$ cat config.mk
export PLATFORM = sky130hd
export DESIGN_NAME = fetch_buffer
export DESIGN_NICKNAME = d
export VERILOG_FILES = /design/src/rtl/fetch_buffer_pkg.sv /design/src/rtl/fetch_buffer_ram.sv /design/src/rtl/fetch_buffer.sv
export SDC_FILE = /design/constraint.sdc
export NUM_CORES = 1
export LEC_CHECK = 0
export ABC_AREA = 1
export CELL_PAD_IN_SITES_DETAIL_PLACEMENT = 1
export CELL_PAD_IN_SITES_GLOBAL_PLACEMENT = 2
export CORE_MARGIN = 10
export CORE_UTILIZATION = 35
export DETAILED_ROUTE_END_ITERATION = 6
export PLACE_DENSITY = 0.77
export SYNTH_ARGS = -nofsm -noshare
export SYNTH_HDL_FRONTEND = slang
export SYNTH_SLANG_ARGS = --single-unit
$ cat constraint.sdc
create_clock -name clk -period 9.71 [get_ports clk]
set_input_delay 1.942 -clock clk [delete_from_list [all_inputs] [get_ports clk]]
set_output_delay 1.942 -clock clk [all_outputs]
set_load 0.05 [all_outputs]
$ cat src/rtl/fetch_buffer_pkg.sv
// Shared fetch/decode types and constants: entry layout, widths, PC step
// and the ripple-carry adder used for PC+4.
package fetch_buffer_pkg;

    localparam int unsigned INS_W   = 32;
    localparam int unsigned PC_W    = 32;
    localparam logic [PC_W-1:0] PC_STEP = 32'd4;

    typedef struct packed {
        logic [INS_W-1:0] ins;
        logic [PC_W-1:0]  pc;
    } fetch_entry_t;

    function automatic logic [PC_W-1:0] ripple_add(
        input logic [PC_W-1:0] a,
        input logic [PC_W-1:0] b,
        input logic            cin
    );
        logic [PC_W-1:0] sum;
        logic            carry;
        sum   = '0;
        carry = cin;
        for (int unsigned i = 0; i < PC_W; i++) begin
            sum[i] = a[i] ^ b[i] ^ carry;
            carry  = (a[i] & b[i]) | (carry & (a[i] ^ b[i]));
        end
        return sum;
    endfunction

endpackage

$ cat src/rtl/fetch_buffer_ram.sv
// DEPTH x fetch_entry_t register array: one synchronous write port,
// one combinational read port. Contents are intentionally not reset.
module fetch_buffer_ram
    import fetch_buffer_pkg::*;
#(
    parameter int unsigned DEPTH = 4,
    parameter int unsigned AW    = 2
) (
    input  logic          clk,
    input  logic          i_we,
    input  logic [AW-1:0] i_waddr,
    input  fetch_entry_t  i_wdata,
    input  logic [AW-1:0] i_raddr,
    output fetch_entry_t  o_rdata
);

    fetch_entry_t r_mem [DEPTH];

    always_ff @(posedge clk) begin
        if (i_we) begin
            r_mem[i_waddr] <= i_wdata;
        end
    end

    assign o_rdata = r_mem[i_raddr];

endmodule

$ cat src/rtl/fetch_buffer.sv
// First-word-fall-through instruction buffer between fetch and decode,
// with PC+4 sideband, misalignment flag and synchronous flush.
module fetch_buffer
    import fetch_buffer_pkg::*;
#(
    parameter  int unsigned DEPTH = 4,
    localparam int unsigned AW    = $clog2(DEPTH)
) (
    input  logic             clk,
    input  logic             rst,
    input  logic             in_valid,
    output logic             in_ready,
    input  logic [INS_W-1:0] in_ins,
    input  logic [PC_W-1:0]  in_pc,
    output logic             out_valid,
    input  logic             out_ready,
    output logic [INS_W-1:0] out_ins,
    output logic [PC_W-1:0]  out_pc,
    output logic [PC_W-1:0]  out_pcp4,
    output logic             out_misaligned,
    input  logic             flush,
    output logic [AW:0]      count
);

    localparam logic [AW:0] FULL_CNT = (AW+1)'(DEPTH);

    logic [AW-1:0] r_wptr;
    logic [AW-1:0] r_rptr;
    logic [AW:0]   r_count;

    logic          w_push;
    logic          w_pop;
    logic          w_clear;
    fetch_entry_t  w_wdata;
    fetch_entry_t  w_head;

    // Ready depends only on registered occupancy, so a pop cannot free a slot
    // for a push in the same cycle.
    assign in_ready  = (r_count != FULL_CNT);
    assign out_valid = (r_count != '0);
    assign w_clear   = rst | flush;
    assign w_push    = in_valid & in_ready;
    assign w_pop     = out_valid & out_ready;

    assign w_wdata.ins = in_ins;
    assign w_wdata.pc  = in_pc;

    always_ff @(posedge clk) begin
        if (w_clear) begin
            r_wptr  <= '0;
            r_rptr  <= '0;
            r_count <= '0;
        end else begin
            if (w_push) begin
                r_wptr <= r_wptr + AW'(1);
            end
            if (w_pop) begin
                r_rptr <= r_rptr + AW'(1);
            end
            case ({w_push, w_pop})
                2'b10:   r_count <= r_count + (AW+1)'(1);
                2'b01:   r_count <= r_count - (AW+1)'(1);
                default: r_count <= r_count;
            endcase
        end
    end

    fetch_buffer_ram #(
        .DEPTH (DEPTH),
        .AW    (AW)
    ) u_ram (
        .clk     (clk),
        .i_we    (w_push & ~w_clear),
        .i_waddr (r_wptr),
        .i_wdata (w_wdata),
        .i_raddr (r_rptr),
        .o_rdata (w_head)
    );

    assign out_ins        = w_head.ins;
    assign out_pc         = w_head.pc;
    assign out_pcp4       = ripple_add(w_head.pc, PC_STEP, 1'b0);
    assign out_misaligned = (w_head.pc[1:0] != 2'b00);
    assign count          = r_count;

endmodule

==> impl_metrics.toml <==
[layout]
drive_gt1_share_pct = 7.94
layout_common_cells = "256 x edfxtp_1, 163 x clkdlybuf4s50_1, 135 x nor2_1"
syn_to_final_growth_pct = 29.4
final_common_cell = "edfxtp_1"
design_area_um2 = 13500
final_nets = 1012
nFillCells = 3010

[yosys]
synth.ff_latch_count = 265
syn-mean-instance-area_um2 = 14.1
yosysWarnings = 0
yosysTopAreaCell = "edfxtp_1"
synth_seq_area_share_pct = 75.6
synth_top_area_share_pct = 73.8
synthesis.instances = 737
synth_cell_types = 21
netlist_top_cells_area = "edfxtp_1 74%, nor2_1 5.0%, ha_1 4.0%"
synthesis.nets = 840
synth_area_um2 = 10400

[setup_path]
worstPathArrival_ns = 7.29
worstPathRequired_ns = 7.77
criticalPathCategory = "flop to output port"
path_common_cell = "ha_1"
startpoint_type = "flop"
r2r-end = "u_ram.r_mem[0][30]$_DFFE_PP_"
cp-end-kind = "output port"
path_max_fanout = 28
cp_slowest_cell = "dfxtp_4"
slowest_delay_ns = 0.46
r2r_slack_ns = 7.10
reg2regPathDepth = 5
rr_startpoint = "count[1]$_SDFFE_PP0P_"
crit_path_end = "out_pcp4[31]"

[place]
place_ws_ns = 0.663
io_buffers = 170
dp_hpwl_mm = 16.3
gp_congestion = 0.720
dpl_cell_area_um2 = 12500

[clock_tree]
cts_buffer_depth = 3
postCtsHoldBufs = 0
clkSinkCount = 265
cts_max_level = 1
clkTransAtPathRegs_ns = 0.06
cts_resized = 0
cts-root-buf = "clkbuf_16"
cts_made_buffers = 29
clk_latency_ns = 0.54
cts_tree = "built"

[route]
vias = 6497
wl_per_cell_um = 20.4
wl_mm = 27.0
drc = 0
drt-pass1-iter-count = 5
via_per_inst = 4.91
drt_iter0_drc = 304
ant_nets = 0

[global_routing]
grtUsageTotal_pct = 14.0
grt_pass1_wl_mm = 40.3
gr-total-overflow = 0
grt_max_degree = 65
antenna_found_initial = 2
grt_pass1_vias = 7041

[power_and_ir_drop]
p_per_area_nw_per_um2 = 193
vdd_drop_max_v = 0.000152
p_leak_nw = 4.64

[timing]
fin_tns_setup_ns = 0
finalCritPeriodShare_pct = 95.1
grt_setup_unrepaired = "no"
setup-violations-final = 0
worst_pin_slew_ns = 1.06
relSlewSlack_pct = 29.5
slew_viol_final = 0
timing.fmax_mhz = 108
hold_viol_final = 0
fin_worst_skew_ns = 0.00898
setup_ws_ns = 0.478
fin_crit_ns = 9.23

[floorplan]
die_width_um = 192
ios = 171
num_rows = 63
die-area_um2 = 37000
core_um2 = 29500
start_util_pct = 35.3
fp.dieH_um = 192

[min_path]
hold_path.class = "flop to flop"

[run_status]
status = "completed"

[run]
maxCapViolCount = 0
## critical path, delay by kind of cell, from the launching register on
family                   cells  cell delay [ns]
buffers and inverters        3             0.38
flip-flops                   1             0.46
AND/OR/NAND/NOR              5             0.55
adder cells (fa/ha/maj)     28             5.34
## where the power goes
| part | internal, W | switching (W) |
|---|---|---|
| Combinational | 0.0000819 | 0.000156 |
| Sequential | 0.00127 | 0.00000456 |
| Clock | 0.000651 | 0.000436 |
## registers in the layout, summed over array words and instances (netlist names), named ones only
signal,flops
r_wptr,2
count,3
r_rptr,2
u_ram.r_mem,256
## through the flow
| stage | utilization [%] | power [W] | cells | hold WS (ns) |
|---|---|---|---|---|
| floorplan | - | 0.00143 | 737 | 0.460 |
| finish | 45.7 | 0.00260 | 1323 | 0.529 |
| global placement | 42.3 | 0.00153 | 1266 | 0.528 |
| CTS | 45.6 | 0.00263 | 1320 | 0.534 |
| detailed placement | 42.3 | 0.00154 | 1266 | 0.526 |
| global route | 45.7 | 0.00270 | 1322 | 0.587 |
## cells in the mapped netlist (all sizes together)
cell,count
edfxtp,256
nor2,139
o21ai,124
o22ai,60
ha,33
nand2,33
buf,22
clkbuf,21
inv,21
nand3,11
dfxtp,9
a21oi,3
nand3b,2
a21boi,1
clkinv,1
fa,1
## cell families after synthesis
group                    after synthesis  synth area share [%]
adder cells (fa/ha/maj)               34                  4.16
flip-flops                           265                  75.6
AO/OA/AOI/OAI                        188                  9.78
buffers and inverters                 65                  3.61
AND/OR/NAND/NOR                      185                  6.87
## how the worst min path moves through the flow
stage	startpoint	end	slack, ns	depth (start not counted)
global route	r_rptr[1]$_SDFFE_PP0P_	flop	0.59	2
detailed placement	r_wptr[1]$_SDFFE_PP0P_	r_wptr[1]$_SDFFE_PP0P_	0.53	2
floorplan	r_rptr[1]$_SDFFE_PP0P_	flop	0.46	2
CTS	r_wptr[1]$_SDFFE_PP0P_	r_wptr[1]$_SDFFE_PP0P_	0.53	2
global placement	r_wptr[1]$_SDFFE_PP0P_	r_wptr[1]$_SDFFE_PP0P_	0.53	2
finish	r_wptr[1]$_SDFFE_PP0P_	r_wptr[1]$_SDFFE_PP0P_	0.53	2
## per-layer routing
| metal | track usage (%) | wire [um] | vias up |
|---|---|---|---|
| li1 | - | - | 3082 |
| met1 | 17.2 | 11400 | 3217 |
| met2 | 24.1 | 13200 | 168 |
| met3 | 3.89 | 2090 | 28 |
| met4 | 2.80 | 298 | 2 |
| met5 | 0 | 13 | - |
## cell type report
| class | count | area (um2) | share of cell area [%] |
|---|---|---|---|
| flip-flops and latches | 265 | 7870 | 58.4 |
| multi-input cells | 407 | 2200 | 16.3 |
| repair buffers | 184 | 1880 | 13.9 |
| clock buffers | 31 | 733 | 5.44 |
| well taps | 390 | 488 | 3.62 |
| clock inverters | 23 | 219 | 1.63 |
| inverters | 22 | 85.1 | 0.632 |
| diodes | 1 | 2.50 | 0.0186 |
## what timing repair did
action | in CTS | in global routing
buffers inserted | 0 | 2
hold endpoints to repair | 0 | 0
setup endpoints to repair | 0 | 2
Note: power is estimated with default switching activity, not from simulation.
